`config.mk`:
```
export PLATFORM = sky130hd
export DESIGN_NAME = block_sequencer
export DESIGN_NICKNAME = d
export VERILOG_FILES = /design/src/rtl/block_sequencer.sv
export SDC_FILE = /design/constraint.sdc
export NUM_CORES = 1
export LEC_CHECK = 0
export BUFFER_PORTS_ARGS = -buffer_cell sky130_fd_sc_hd__buf_2
export CAP_MARGIN = 15
export CELL_PAD_IN_SITES_DETAIL_PLACEMENT = 0
export CELL_PAD_IN_SITES_GLOBAL_PLACEMENT = 2
export CORE_MARGIN = 1
export CORE_UTILIZATION = 31
export DETAILED_ROUTE_END_ITERATION = 10
export PLACE_DENSITY_LB_ADDON = 0.1
export RECOVER_POWER = 50
export SETUP_SLACK_MARGIN = 0.1
export SLEW_MARGIN = 10
export SYNTH_ARGS = -nofsm -noshare
export SYNTH_HDL_FRONTEND = slang
export SYNTH_SLANG_ARGS = --single-unit
export TNS_END_PERCENT = 30
```
`constraint.sdc`:
```
create_clock -name clk -period 2.1 [get_ports clk]
set_input_delay 0.105 -clock clk [delete_from_list [all_inputs] [get_ports clk]]
set_output_delay 0.105 -clock clk [all_outputs]
set_load 0.01 [all_outputs]
```
`src/rtl/block_sequencer.sv`:
```
// Block ROM walker: fetches block descriptors for the selected song and emits one note address per tempo tick.
// Optional BLOCK_SEQ_LOOP_EN: replay the song endlessly until stop, pulsing done once per pass.
module block_sequencer #(
   parameter int ROM_LAT = 1
) (
   input  logic        clk,
   input  logic        rst,
   input  logic        start,
   input  logic        stop,
   input  logic [1:0]  song_sel,
   input  logic        step,
   output logic [8:0]  rom_addr,
   input  logic [14:0] rom_dout,
   output logic [8:0]  note_addr,
   output logic        note_valid,
   output logic        block_first,
   output logic [2:0]  prev_size,
   output logic        busy,
   output logic        done,
   output logic        overrun
);

   typedef enum logic [2:0] {IDLE, FETCH, WAIT, PLAY, DONE} state_t;

   state_t     state_reg, state_next;
   logic [1:0] song_reg, song_next;
   logic [8:0] rom_addr_reg, rom_addr_next;
   logic [4:0] blk_cnt_reg, blk_cnt_next;
   logic [8:0] start_addr_reg, start_addr_next;
   logic [2:0] cur_size_reg, cur_size_next;
   logic [2:0] prev_size_reg, prev_size_next;
   logic [2:0] offset_reg, offset_next;
   logic [8:0] note_addr_reg, note_addr_next;
   logic       note_valid_reg, note_valid_next;
   logic       block_first_reg, block_first_next;
   logic       done_reg, done_next;
   logic       overrun_reg, overrun_next;
   logic       pend_reg, pend_next;
   logic       last_blk, tick, end_of_song;

   generate
      if (ROM_LAT != 1) begin : g_bad_rom_lat
         $error("block_sequencer supports ROM_LAT == 1 only");
      end
   endgenerate

   function automatic logic [8:0] song_base(input logic [1:0] s);
      case (s)
         2'd0:    return 9'd0;
         2'd1:    return 9'd16;
         2'd2:    return 9'd48;
         default: return 9'd64;
      endcase
   endfunction

   // Index of the final block in each song (block count - 1).
   function automatic logic [4:0] song_last(input logic [1:0] s);
      case (s)
         2'd0:    return 5'd15;
         2'd1:    return 5'd31;
         2'd2:    return 5'd15;
         default: return 5'd31;
      endcase
   endfunction

   assign last_blk = (blk_cnt_reg == song_last(song_reg));
   assign tick     = pend_reg | step;

   always_comb begin
      state_next       = state_reg;
      song_next        = song_reg;
      rom_addr_next    = rom_addr_reg;
      blk_cnt_next     = blk_cnt_reg;
      start_addr_next  = start_addr_reg;
      cur_size_next    = cur_size_reg;
      prev_size_next   = prev_size_reg;
      offset_next      = offset_reg;
      note_addr_next   = note_addr_reg;
      note_valid_next  = 1'b0;
      block_first_next = 1'b0;
      done_next        = 1'b0;
      overrun_next     = overrun_reg;
      pend_next        = pend_reg;
      end_of_song      = 1'b0;

      if (stop && state_reg != IDLE) begin
         state_next = IDLE;
         pend_next  = 1'b0;
      end else begin
         case (state_reg)
            IDLE: begin
               if (start && !stop) begin
                  song_next     = song_sel;
                  rom_addr_next = song_base(song_sel);
                  blk_cnt_next  = 5'd0;
                  overrun_next  = 1'b0;
                  pend_next     = 1'b0;
                  state_next    = FETCH;
               end
            end
            FETCH, WAIT: begin
               // Notes cannot issue here, so buffer one tick and flag any further one.
               if (step) begin
                  if (pend_reg) overrun_next = 1'b1;
                  else          pend_next    = 1'b1;
               end
               if (state_reg == FETCH) begin
                  state_next = WAIT;
               end else begin
                  start_addr_next = rom_dout[14:6];
                  prev_size_next  = rom_dout[5:3];
                  cur_size_next   = rom_dout[2:0];
                  offset_next     = 3'd0;
                  if (rom_dout[2:0] != 3'd0) begin
                     state_next = PLAY;
                  end else if (last_blk) begin
                     end_of_song = 1'b1;
                  end else begin
                     rom_addr_next = rom_addr_reg + 9'd1;
                     blk_cnt_next  = blk_cnt_reg + 5'd1;
                     state_next    = FETCH;
                  end
               end
            end
            PLAY: begin
               // A buffered tick wins; a step arriving alongside it is dropped.
               if (pend_reg) begin
                  pend_next = 1'b0;
                  if (step) overrun_next = 1'b1;
               end
               if (tick) begin
                  note_addr_next   = start_addr_reg + {6'd0, offset_reg};
                  note_valid_next  = 1'b1;
                  block_first_next = (offset_reg == 3'd0);
                  if (offset_reg == cur_size_reg - 3'd1) begin
                     if (last_blk) begin
                        end_of_song = 1'b1;
                     end else begin
                        rom_addr_next = rom_addr_reg + 9'd1;
                        blk_cnt_next  = blk_cnt_reg + 5'd1;
                        state_next    = FETCH;
                     end
                  end else begin
                     offset_next = offset_reg + 3'd1;
                  end
               end
            end
            DONE: begin
               done_next  = 1'b1;
               state_next = IDLE;
            end
            default: state_next = IDLE;
         endcase

         if (end_of_song) begin
`ifdef BLOCK_SEQ_LOOP_EN
            rom_addr_next = song_base(song_reg);
            blk_cnt_next  = 5'd0;
            done_next     = 1'b1;
            state_next    = FETCH;
`else
            state_next = DONE;
`endif
         end
      end
   end

   always_ff @(posedge clk or posedge rst) begin
      if (rst) begin
         state_reg       <= IDLE;
         song_reg        <= 2'd0;
         rom_addr_reg    <= 9'd0;
         blk_cnt_reg     <= 5'd0;
         start_addr_reg  <= 9'd0;
         cur_size_reg    <= 3'd0;
         prev_size_reg   <= 3'd0;
         offset_reg      <= 3'd0;
         note_addr_reg   <= 9'd0;
         note_valid_reg  <= 1'b0;
         block_first_reg <= 1'b0;
         done_reg        <= 1'b0;
         overrun_reg     <= 1'b0;
         pend_reg        <= 1'b0;
      end else begin
         state_reg       <= state_next;
         song_reg        <= song_next;
         rom_addr_reg    <= rom_addr_next;
         blk_cnt_reg     <= blk_cnt_next;
         start_addr_reg  <= start_addr_next;
         cur_size_reg    <= cur_size_next;
         prev_size_reg   <= prev_size_next;
         offset_reg      <= offset_next;
         note_addr_reg   <= note_addr_next;
         note_valid_reg  <= note_valid_next;
         block_first_reg <= block_first_next;
         done_reg        <= done_next;
         overrun_reg     <= overrun_next;
         pend_reg        <= pend_next;
      end
   end

   assign rom_addr    = rom_addr_reg;
   assign note_addr   = note_addr_reg;
   assign note_valid  = note_valid_reg;
   assign block_first = block_first_reg;
   assign prev_size   = prev_size_reg;
   assign busy        = (state_reg != IDLE);
   assign done        = done_reg;
   assign overrun     = overrun_reg;

endmodule

```
==> results of run 1 <==
## cell usage after synthesis (4+ instances only)
| master | instances |
|---|---|
| sky130_fd_sc_hd__nand2b_1 | 5 |
| sky130_fd_sc_hd__xnor2_1 | 4 |
| sky130_fd_sc_hd__clkbuf_1 | 6 |
| sky130_fd_sc_hd__nor3_1 | 6 |
| sky130_fd_sc_hd__nor2_1 | 13 |
| sky130_fd_sc_hd__ha_1 | 10 |
| sky130_fd_sc_hd__nand2_1 | 28 |
| sky130_fd_sc_hd__inv_1 | 13 |
| sky130_fd_sc_hd__xor2_1 | 6 |
| sky130_fd_sc_hd__mux2_2 | 13 |
| sky130_fd_sc_hd__o21ai_0 | 31 |
| sky130_fd_sc_hd__nand3_1 | 7 |
| sky130_fd_sc_hd__a21oi_1 | 12 |
| sky130_fd_sc_hd__dfrtp_1 | 50 |
| sky130_fd_sc_hd__nand4_1 | 4 |
## per-layer routing
layer	wire, um	track usage [%]	vias up
li1	-	-	1077
met1	2800	18.6	1024
met2	3020	27.6	34
met3	200	2.91	7
met4	63	3.97	0
met5	0	0	-
## layout make-up
type | count | area (um2)
Clock buffer | 6 | 82.6
Clock inverter | 2 | 38.8
Fill cell | 835 | 4870
Inverter | 13 | 48.8
Multi-Input combinational cell | 188 | 1360
Sequential cell | 50 | 1250
Tap cell | 105 | 131
Timing Repair Buffer | 75 | 434
## power by group
part	internal [uW]	total, uW	switching (uW)
sequential	1270	1540	269
clock	393	739	346
combinational	682	1390	711
total	2340	3670	1330
## what timing repair did
| item | CTS | global route |
|---|---|---|
| endpoints found under the setup margin | 10 | 22 |
| cloned | 1 | 0 |
| endpoints found under the hold margin | 8 | 0 |
| pin swaps | 8 | 7 |
| buffers inserted | 0 | 5 |
| hold buffers | 2 | 0 |
| resized for setup | 12 | 19 |
## worst max-delay path: stages (launching register included)
cell	delay [ns]
sky130_fd_sc_hd__dfrtp_1	0.40
sky130_fd_sc_hd__inv_2	0.07
sky130_fd_sc_hd__ha_4	0.12
sky130_fd_sc_hd__xor3_2	0.28
sky130_fd_sc_hd__o41ai_4	0.31
sky130_fd_sc_hd__buf_4	0.20
sky130_fd_sc_hd__o211ai_1	0.13
sky130_fd_sc_hd__buf_4	0.19
sky130_fd_sc_hd__o21ai_1	0.12
sky130_fd_sc_hd__o21ai_1	0.08
## cell families after synthesis
family,share of synthesized area (%)
compound gates,16.9
fa+ha+maj,5.52
simple gates,16.4
mux,5.57
flops,47.6
xor+xnor,4.29
buf+inv,3.71
## per-stage QoR
step	std cells	cell area [um2]	utilization, %
3_3_place_gp	423	3110	37.8
5_1_grt	439	3340	40.7
6_report	439	3340	40.7
2_1_floorplan	260	2630	-
3_5_place_dp	423	3110	37.8
4_1_cts	434	3280	39.9
## worst max path at each step
stage,start,cells past startpoint,slack (ns),to
floorplan,cur_size_reg[0],7,0.02,rom_addr[7]
global route,cur_size_reg[0],9,-0.02,blk_cnt_reg[4]
global placement,cur_size_reg[0],8,0.002,rom_addr[7]
finish,cur_size_reg[0],9,0.09,blk_cnt_reg[2]
CTS,cur_size_reg[0],9,0.03,blk_cnt_reg[2]
detailed placement,cur_size_reg[0],8,-0.03,blk_cnt_reg[3]
==> metrics.log, run 1 <==
INFO  metric ys_ff_latch = 50
INFO  metric drt-wirelength-per-cell = 13.9 um
INFO  metric finalMaxSlewViolations = 0
INFO  metric maxSlewHeadroom = about a quarter
INFO  metric period_needed = roughly 2.0 ns
INFO  metric setup-violations-final = 0
INFO  metric fp-row-count = 33
INFO  metric worst_tran_pin_value = around 1.1 ns
INFO  metric timing.hold.worst.start = rom_dout[10]
INFO  metric synth_top_area_cell = sky130_fd_sc_hd__dfrtp_1
INFO  metric min_path_type = in2reg
INFO  metric timing_worst_setup_path_type = reg2reg
INFO  metric fin_ws = 0.0901 ns
INFO  metric hpwl = roughly 4400 um
INFO  metric syn_area = approximately 0.0026 mm2
INFO  metric numCtsBuffers = 5
INFO  metric synthesis.nets = just under 300
INFO  metric port_buffers = 47
INFO  metric synth_seq_area_share = a little under half
INFO  metric worst-path-max-fanout = 6
INFO  metric worst_r2r_path_depth = 9
INFO  metric die_y = ~94 um
INFO  metric ctsHtreeMaxLevel = 2
INFO  metric grt_first_pass_wirelength = 10,500 um
INFO  metric total_power = 3670 uW
INFO  metric most_used_cells_in_the_layout_excluding_fill_and_tap_cells = 49 x sky130_fd_sc_hd__dfrtp_1, 28 x sky130_fd_sc_hd__nand2_1, 25 x sky130_fd_sc_hd__clkbuf_1, 23 x sky130_fd_sc_hd__buf_2, 21 x sky130_fd_sc_hd__buf_4
INFO  metric critPathLaunchType = flop
INFO  metric cts_tree = yes
INFO  metric globalRouteOverflowTotal = 0
INFO  metric vdd_ir_drop_max = ~390 uV
INFO  metric synth.avg_cell_area = slightly above 10 um2
INFO  metric setup_repair_after_global_routing_missed_its_margin = yes
INFO  metric boundaryPins = 48
INFO  metric netlist_top_cells_area = sky130_fd_sc_hd__dfrtp_1 48%, sky130_fd_sc_hd__o21ai_0 5.9%, sky130_fd_sc_hd__mux2_2 5.6%, sky130_fd_sc_hd__ha_1 4.8%, sky130_fd_sc_hd__nand2_1 4.0%
INFO  metric yosys_warnings = 0
INFO  metric cellPowerDensity = roughly 1100 mW/mm2
INFO  metric worst_hold_path.num_cells = 2
INFO  metric r2r-start = cur_size_reg[0]
INFO  metric crit_path_end_kind = flop
INFO  metric cp_data_required_time = approximately 2.3 ns
INFO  metric worst_clock_skew = 0.0110 ns
INFO  metric initial_antenna_violation_count = 0
INFO  metric timing.critical_path.arrival = about 2.2 ns
INFO  metric finish.net_count = 366
INFO  metric synth.distinct_cells = 53
INFO  metric drc = 0
INFO  metric run_status = completed
INFO  metric layout-area-overhead-vs-synth = 27.2%
INFO  metric globalRouteTotalUtil = between 15 and 20%
INFO  metric placement.setup.worst_slack = -0.0289 ns
INFO  metric synthesis.instances = 260
INFO  metric clock_sinks = 50
INFO  metric clock-root-buffer = sky130_fd_sc_hd__clkbuf_8
INFO  metric postRouteAntennaNets = 0
INFO  metric ys.flop_type = sky130_fd_sc_hd__dfrtp_1
INFO  metric total_leakage_power = ~0.0015 uW
INFO  metric placeableCoreArea = between 0.008 and 0.009 mm2
INFO  metric gp_routability_congestion = approximately 0.69
INFO  metric post_route_cells_drive_above_1_share = 28.4%
INFO  metric initial_utilization = between 30% and 40%
INFO  metric min_period_over_period = 95.7%
INFO  metric cts.path.max_buffers = 2
INFO  metric die_area = 0.00885 mm2
INFO  metric fp.dieW = 94.1 um
INFO  metric synth.top_cell.area_share = 47.6%
INFO  metric rr_endpoint = blk_cnt_reg[2]
INFO  metric max-cap-violations = 0
INFO  metric final.hold.worst_slack = 0.0227 ns
INFO  metric drtPass1Iterations = 4
INFO  metric detailroute.via_count = about 2,100
INFO  metric total_negative_slack = 0 ns
INFO  metric count_of_flip_flops_with_a_built_in_enable_after_synthesis = 0
INFO  metric diodes_inserted = 0
INFO  metric drt_iter0_drc = 81
INFO  metric max_freq = about 0.5 GHz
INFO  metric endpoint_of_the_worst_hold_timing_path = start_addr_reg[4]
INFO  metric layout.cells.most_common = sky130_fd_sc_hd__dfrtp_1
INFO  metric routed_via_density = roughly 5
INFO  metric grt_start_max_net_pins = 44
INFO  metric reg2reg_setup_slack = about 0.09 ns
INFO  metric first_global_vias = roughly 2,100
INFO  metric finalHoldViolations = 0
INFO  metric worst_setup_hold_path_clk_slew = roughly 0.1 ns
INFO  metric detail_route.wirelength = 6090 um
INFO  metric clkLatencyLatePin = between 0.3 and 0.4 ns
INFO  metric postSynth.asyncResetShare = 100%
(Power assumes the default switching activity.)
==> run 2: changes to the inputs <==
CORE_UTILIZATION = 33   (was 31)
CTS_BUF_LIST = sky130_fd_sc_hd__clkbuf_2   (was not set)
==> metrics.log, run 2 (synthesis results as in run 1) <==
INFO  metric run_status = completed
INFO  metric clkLatencyLatePin = 0.45 ns (+0.14 ns)
INFO  metric boundaryPins = 48 (unchanged)
INFO  metric initial_antenna_violation_count = 0 (unchanged)
INFO  metric final-seq-area = 0.00125 mm2 (unchanged)
INFO  metric worst_tran_pin_value = 1.03 ns (-0.0913 ns)
INFO  metric finalHoldViolations = 0 (unchanged)
INFO  metric gp_routability_congestion = 0.721 (+4.5%)
INFO  metric critPathLaunchType = flop
INFO  metric clock-root-buffer = sky130_fd_sc_hd__clkbuf_2
INFO  metric vdd_ir_drop_max = 351 uV (-11%)
INFO  metric numCtsBuffers = 5 (unchanged)
INFO  metric drt-wirelength-per-cell = 13.8 um (-0.35%)
INFO  metric cellPowerDensity = 1030 mW/mm2 (-6.5%)
INFO  metric use_met1 = 20.7% (+2.1 points)
INFO  metric fin_ws = 0.0656 ns (-0.0245 ns)
INFO  metric placement.setup.worst_slack = -0.0367 ns (-0.00781 ns)
INFO  metric layout.cells.most_common = sky130_fd_sc_hd__dfrtp_1
INFO  metric setup_repair_after_global_routing_missed_its_margin = yes
INFO  metric max-cap-violations = 0 (unchanged)
INFO  metric fp.dieW = 91.2 um (-3.0%)
INFO  metric most_used_cells_in_the_layout_excluding_fill_and_tap_cells = 49 x sky130_fd_sc_hd__dfrtp_1, 40 x sky130_fd_sc_hd__buf_2, 28 x sky130_fd_sc_hd__nand2_1, 22 x sky130_fd_sc_hd__buf_4, 20 x sky130_fd_sc_hd__o21ai_0
INFO  metric reg2reg_setup_slack = 0.07 ns (-0.02 ns)
INFO  metric cts.path.max_buffers = 2 (unchanged)
INFO  metric worst_setup_hold_path_clk_slew = 0.27 ns (+0.17 ns)
INFO  metric detailed_place.area = 0.00310 mm2 (-0.36%)
INFO  metric max_freq = 0.492 GHz (-1.2%)
INFO  metric detail_route.wirelength = 6260 um (+2.8%)
INFO  metric worst_clock_skew = 0.0151 ns (+0.00407 ns)
INFO  metric final.hold.worst_slack = 0.0596 ns (+0.0369 ns)
INFO  metric hpwl = 4430 um (+1.2%)
INFO  metric stdcell_area = 0.00351 mm2 (+5.0%)
INFO  metric post_route_cells_drive_above_1_share = 33.0% (+4.6 points)
INFO  metric fp-row-count = 32 (-3.0%)
INFO  metric timing_worst_setup_path_type = reg2reg
INFO  metric drtPass1Iterations = 4 (unchanged)
INFO  metric placeableCoreArea = 0.00773 mm2 (-6.0%)
INFO  metric globalRouteTotalUtil = 16.1% (+0.70 points)
INFO  metric period_needed = 2.03 ns (+0.0245 ns)
INFO  metric gr_layer_usage_met3 = 2.85% (-0.065 points)
INFO  metric layout-area-overhead-vs-synth = 33.6%
INFO  metric global_route.peak_usage_layer = met2
INFO  metric setup-violations-final = 0 (unchanged)
INFO  metric first_global_vias = 2,198 (+6.2%)
INFO  metric cts_tree = yes
INFO  metric die_area = 0.00832 mm2 (-5.9%)
INFO  metric min_path_type = in2reg
INFO  metric drc = 0 (unchanged)
INFO  metric drt_iter0_drc = 50 (-38%)
INFO  metric rr_endpoint = blk_cnt_reg[4]
INFO  metric die_y = 91.2 um (-3.0%)
INFO  metric timing.critical_path.to = blk_cnt_reg[4]
INFO  metric r2r-start = cur_size_reg[0]
INFO  metric routed_via_density = 4.89 (+0.21%)
INFO  metric grt_first_pass_wirelength = 10,600 um (+0.72%)
INFO  metric diodes_inserted = 0 (unchanged)
INFO  metric fill_cells = 772 (-7.5%)
INFO  metric detailroute.via_count = 2,215 (+3.4%)
INFO  metric clock_sinks = 50 (unchanged)
INFO  metric grt_start_max_net_pins = 20 (-55%)
INFO  metric area_occupied_by_multi_input_gates = 0.00139 mm2 (+2.9%)
INFO  metric maxSlewHeadroom = 31.0% (+6.1 points)
INFO  metric crit_path_end_kind = flop
INFO  metric initial_utilization = 34.0% (+2.0 points)
INFO  metric finish.net_count = 383 (+4.6%)
INFO  metric total_leakage_power = 0.00160 uW (+7.8%)
INFO  metric worst_r2r_path_depth = 9 (unchanged)
INFO  metric timing.critical_path.arrival = 2.41 ns (+0.20 ns)
INFO  metric port_buffers = 47 (unchanged)
INFO  metric min_period_over_period = 96.9% (+1.2 points)
INFO  metric grt_met2_usage = 27.3% (-0.34 points)
INFO  metric finalMaxSlewViolations = 0 (unchanged)
INFO  metric globalRouteOverflowTotal = 0 (unchanged)
INFO  metric ctsHtreeMaxLevel = 2 (unchanged)
INFO  metric worst-path-max-fanout = 6 (unchanged)
INFO  metric cp_data_required_time = 2.47 ns (+0.17 ns)
INFO  metric total_power = 3600 uW (-1.8%)
INFO  metric critPathLaunch = cur_size_reg[0]
INFO  metric postRouteAntennaNets = 0 (unchanged)
==> run 2: per-layer routing <==
layer,vias up,routed length [um]
met4,0,108
met2,31,2960
li1,1112,-
met1,1065,3040
met5,-,0
met3,7,144
==> run 2: metrics by stage <==
stage	setup TNS, ns	cells	utilization (%)
finish	0	453	45.4
global route	-0.156	453	45.4
CTS	0	451	44.8
detailed placement	-0.117	419	40.1
global placement	-0.00379	419	40.1
floorplan	0	260	-
==> run 2: layout make-up <==
| class | instances | share of cell area, % |
|---|---|---|
| multi-input cells | 188 | 39.7 |
| flip-flops and latches | 50 | 35.7 |
| repair buffers | 92 | 17.5 |
| well taps | 102 | 3.64 |
| clock inverters | 3 | 1.39 |
| inverters | 13 | 1.39 |
| clock buffers | 5 | 0.713 |
==> run 2: worst max-delay path: stages (launching register included) <==
cell and delay, ns:
sky130_fd_sc_hd__dfrtp_1 0.45, sky130_fd_sc_hd__inv_2 0.07, sky130_fd_sc_hd__ha_4 0.12, sky130_fd_sc_hd__xor3_2 0.28, sky130_fd_sc_hd__o41ai_4 0.32, sky130_fd_sc_hd__buf_4 0.20
sky130_fd_sc_hd__o211ai_1 0.13, sky130_fd_sc_hd__buf_4 0.21, sky130_fd_sc_hd__o21ai_2 0.12, sky130_fd_sc_hd__o31ai_2 0.07
==> run 2: power breakdown <==
| group | switching [uW] | internal [uW] |
|---|---|---|
| registers | 265 | 1260 |
| logic | 746 | 774 |
| clock network | 343 | 209 |
==> run 2: repair_timing <==
item | CTS | global route
pin swaps | 5 | 11
resized for setup | 14 | 22
hold buffers | 19 | 0
endpoints found under the setup margin | 14 | 23
hold endpoints to repair | 70 | 0
gates cloned | 0 | 1
setup buffers | 5 | 1
==> run 2: worst min path at each step <==
stage | startpoint | endpoint | slack [ns] | cells after the start
3_3_place_gp | rst | blk_cnt_reg[0] | 0.1 | 2
6_report | start | pend_reg | 0.06 | 5
4_1_cts | song_sel[1] | rom_addr[4] | 0.03 | 4
3_5_place_dp | rst | blk_cnt_reg[0] | 0.1 | 2
2_1_floorplan | stop | state_reg[1] | 0.21 | 1
5_1_grt | start | pend_reg | 0.02 | 5
==> run 3: changes to the inputs <==
CORE_UTILIZATION = 36   (was 33)
clock period = 1.9 ns   (was 2.1 ns; I/O delays follow)
==> metrics.log, run 3 (synthesis results as in run 1) <==
INFO  metric worst_tran_pin_value = 1.27 ns (+0.235 ns)
INFO  metric cp_data_required_time = 2.28 ns (-0.19 ns)
INFO  metric detail_route.wirelength = 6020 um (-3.9%)
INFO  metric postRouteAntennaNets = 0 (unchanged)
INFO  metric drt_iter0_drc = 78 (+56%)
INFO  metric fin_ws = -0.0964 ns (-0.162 ns)
INFO  metric ctsHtreeMaxLevel = 2 (unchanged)
INFO  metric critPathBufInv = 3 (unchanged)
INFO  metric hpwl = 4120 um (-7.0%)
INFO  metric final-seq-area = 0.00125 mm2 (+0.20%)
INFO  metric timing_worst_setup_path_type = reg2reg
INFO  metric area_occupied_by_multi_input_gates = 0.00142 mm2 (+1.8%)
INFO  metric worst_clock_skew = 0.0285 ns (+0.0134 ns)
INFO  metric max-cap-violations = 0 (unchanged)
INFO  metric diodes_inserted = 0 (unchanged)
INFO  metric fp.dieW = 87.4 um (-4.2%)
INFO  metric drt-met1-wl = 2990 um (-1.7%)
INFO  metric clock_sinks = 50 (unchanged)
INFO  metric grt_start_max_net_pins = 51 (+160%)
INFO  metric finalMaxSlewViolations = 0 (unchanged)
INFO  metric clkLatencyLatePin = 0.44 ns (about the same)
INFO  metric cts_tree = yes
INFO  metric layout-area-overhead-vs-synth = 35.6%
INFO  metric total_leakage_power = 0.00163 uW (+2.2%)
INFO  metric drtPass1Iterations = 4 (unchanged)
INFO  metric run_status = finished with violations
INFO  metric critical_path.top_delay_family = simple AND/OR/NAND/NOR gates
INFO  metric timing.critical_path.arrival = 2.38 ns (-0.03 ns)
INFO  metric finalHoldViolations = 0 (unchanged)
INFO  metric detailroute.wirelength.met3 = 201 um (+40%)
INFO  metric most_used_cells_in_the_layout_excluding_fill_and_tap_cells = 48 x sky130_fd_sc_hd__buf_2, 47 x sky130_fd_sc_hd__dfrtp_1, 28 x sky130_fd_sc_hd__nand2_1, 23 x sky130_fd_sc_hd__buf_4, 20 x sky130_fd_sc_hd__dlygate4sd3_1
INFO  metric drc = 0 (unchanged)
INFO  metric min_path_type = in2reg
INFO  metric initial_utilization = 38.0% (+4.0 points)
INFO  metric worst-path-max-fanout = 4 (-2)
INFO  metric finish.net_count = 387 (+1.0%)
INFO  metric boundaryPins = 48 (unchanged)
INFO  metric layout.core_utilization = 51.6% (+6.2 points)
INFO  metric path_common_cell = sky130_fd_sc_hd__buf_4
INFO  metric setup_repair_after_global_routing_missed_its_margin = yes
INFO  metric initial_antenna_violation_count = 0 (unchanged)
INFO  metric clock-root-buffer = sky130_fd_sc_hd__clkbuf_2
INFO  metric vdd_ir_drop_max = 529 uV (+51%)
INFO  metric drt-wirelength-per-cell = 13.4 um (-3.3%)
INFO  metric numCtsBuffers = 5 (unchanged)
INFO  metric die_y = 87.4 um (-4.2%)
INFO  metric port_buffers = 47 (unchanged)
INFO  metric wl_met2 = 2760 um (-7.0%)
INFO  metric min_period_over_period = 105% (+8.2 points)
INFO  metric fill_cells = 676 (-12%)
INFO  metric routed_via_density = 4.90 (+0.26%)
INFO  metric globalRouteOverflowTotal = 0 (unchanged)
INFO  metric crit_chain = buf_6 > buf_4 > xnor2_4 > o41ai_4 > buf_4 > nand2_4 > or4_1 > o21ai_1
INFO  metric placement.setup.worst_slack = -0.208 ns (-0.171 ns)
INFO  metric stage_delay_of_the_slowest_cell_on_the_critical_path = 0.46 ns (about the same)
INFO  metric cellPowerDensity = 1110 mW/mm2 (+7.7%)
INFO  metric die_area = 0.00764 mm2 (-8.2%)
INFO  metric fp-row-count = 30 (-6.3%)
INFO  metric topRoutingLayerUsed = met4
INFO  metric maxSlewHeadroom = 15.4% (-16 points)
INFO  metric final.hold.worst_slack = 0.0883 ns (+0.0288 ns)
INFO  metric setup-violations-final = 8 (+8)
INFO  metric worst_setup_hold_path_clk_slew = 0.27 ns (about the same)
INFO  metric detailroute.via_count = 2,206 (-0.41%)
INFO  metric first_global_vias = 2,168 (-1.4%)
INFO  metric gp_routability_congestion = 0.751 (+4.2%)
INFO  metric period_needed = 2.00 ns (-0.0380 ns)
INFO  metric critPathLaunchType = flop
INFO  metric cts.path.max_buffers = 2 (unchanged)
INFO  metric grt_first_pass_wirelength = 10,200 um (-3.6%)
INFO  metric placeableCoreArea = 0.00691 mm2 (-11%)
INFO  metric slowest_stage = sky130_fd_sc_hd__dfrtp_1
INFO  metric globalRouteTotalUtil = 17.3% (+1.3 points)
INFO  metric stdcell_area = 0.00356 mm2 (+1.5%)
INFO  metric failed_checks = setup timing
INFO  metric detailed_place.area = 0.00313 mm2 (+1.1%)
INFO  metric layout.cells.most_common = sky130_fd_sc_hd__buf_2
INFO  metric crit_path_end_kind = flop
INFO  metric post_route_cells_drive_above_1_share = 37.9% (+4.8 points)
INFO  metric max_freq = 0.501 GHz (+1.9%)
-- run 3: cell count changes in the layout (fill, tap and decap cells not counted), moves of 2 or more --
cell	change
sky130_fd_sc_hd__inv_1	-2
sky130_fd_sc_hd__buf_6	+2
sky130_fd_sc_hd__dfrtp_1	-2
sky130_fd_sc_hd__o2111ai_2	+2
sky130_fd_sc_hd__buf_2	+8
sky130_fd_sc_hd__clkbuf_1	-10
sky130_fd_sc_hd__inv_2	+2
sky130_fd_sc_hd__o21ai_1	+2
sky130_fd_sc_hd__o21ai_0	-5
sky130_fd_sc_hd__o21ai_2	+3
sky130_fd_sc_hd__dfrtp_2	+2
sky130_fd_sc_hd__o2111ai_1	-2
sky130_fd_sc_hd__xnor2_4	+2
-- run 3: layout make-up --
type	count	share of cell area, %
Clock buffer	5	0.702
Clock inverter	2	0.421
Inverter	13	1.37
Multi-Input combinational cell	188	39.8
Sequential cell	50	35.2
Tap cell	96	3.37
Timing Repair Buffer	96	19.1
-- run 3: power breakdown --
group          internal, uW  switching, uW
combinational           967            836
clock                  82.1            346
sequential             1400            308
-- run 3: worst min-delay path, stage by stage --
cell and delay [ns]:
sky130_fd_sc_hd__buf_2 0.10, sky130_fd_sc_hd__ha_1 0.13, sky130_fd_sc_hd__a32oi_1 0.05, sky130_fd_sc_hd__o21ai_1 0.11
-- run 3: worst paths after layout --
| check | startpoint | depth (start not counted) | endpoint | slack, ns |
|---|---|---|---|---|
| min in group asynchronous | rst | 4 | start_addr_reg[8] | 0.59 |
| setup reg to reg | cur_size_reg[0] | 8 | rom_addr[7] | -0.1 |
| max in group asynchronous | rst | 4 | state_reg[1] | 0.47 |
| hold reg to reg | note_addr[7] | 2 | note_addr[7] | 0.52 |
| setup / recovery | cur_size_reg[0] | 8 | rom_addr[7] | -0.1 |
| hold / removal | song_sel[1] | 4 | rom_addr[5] | 0.09 |
-- run 3: routing by layer --
layer,global-route usage [%],vias to the layer above
li1,-,1121
met1,23.7,1036
met2,28.3,44
met3,3.13,5
met4,4.47,0
met5,0,-
-- run 3: through the flow --
| step | total power [uW] | cells | TNS (ns) |
|---|---|---|---|
| after detailed placement | 3160 | 417 | -1.53 |
| final | 3940 | 450 | -0.381 |
| after global routing | 4270 | 450 | -2.06 |
| after floorplan | 2590 | 260 | -0.847 |
| after CTS | 3750 | 448 | -1.83 |
| after global placement | 3140 | 417 | -1.13 |
-- run 3: timing repair --
action / CTS / global route
gates cloned: 1 / 0
buffers inserted: 3 / 2
hold buffers: 20 / 0
endpoints found under the setup margin: 28 / 32
endpoints found under the hold margin: 71 / 0
gates resized for setup: 20 / 30
pin swaps: 7 / 13
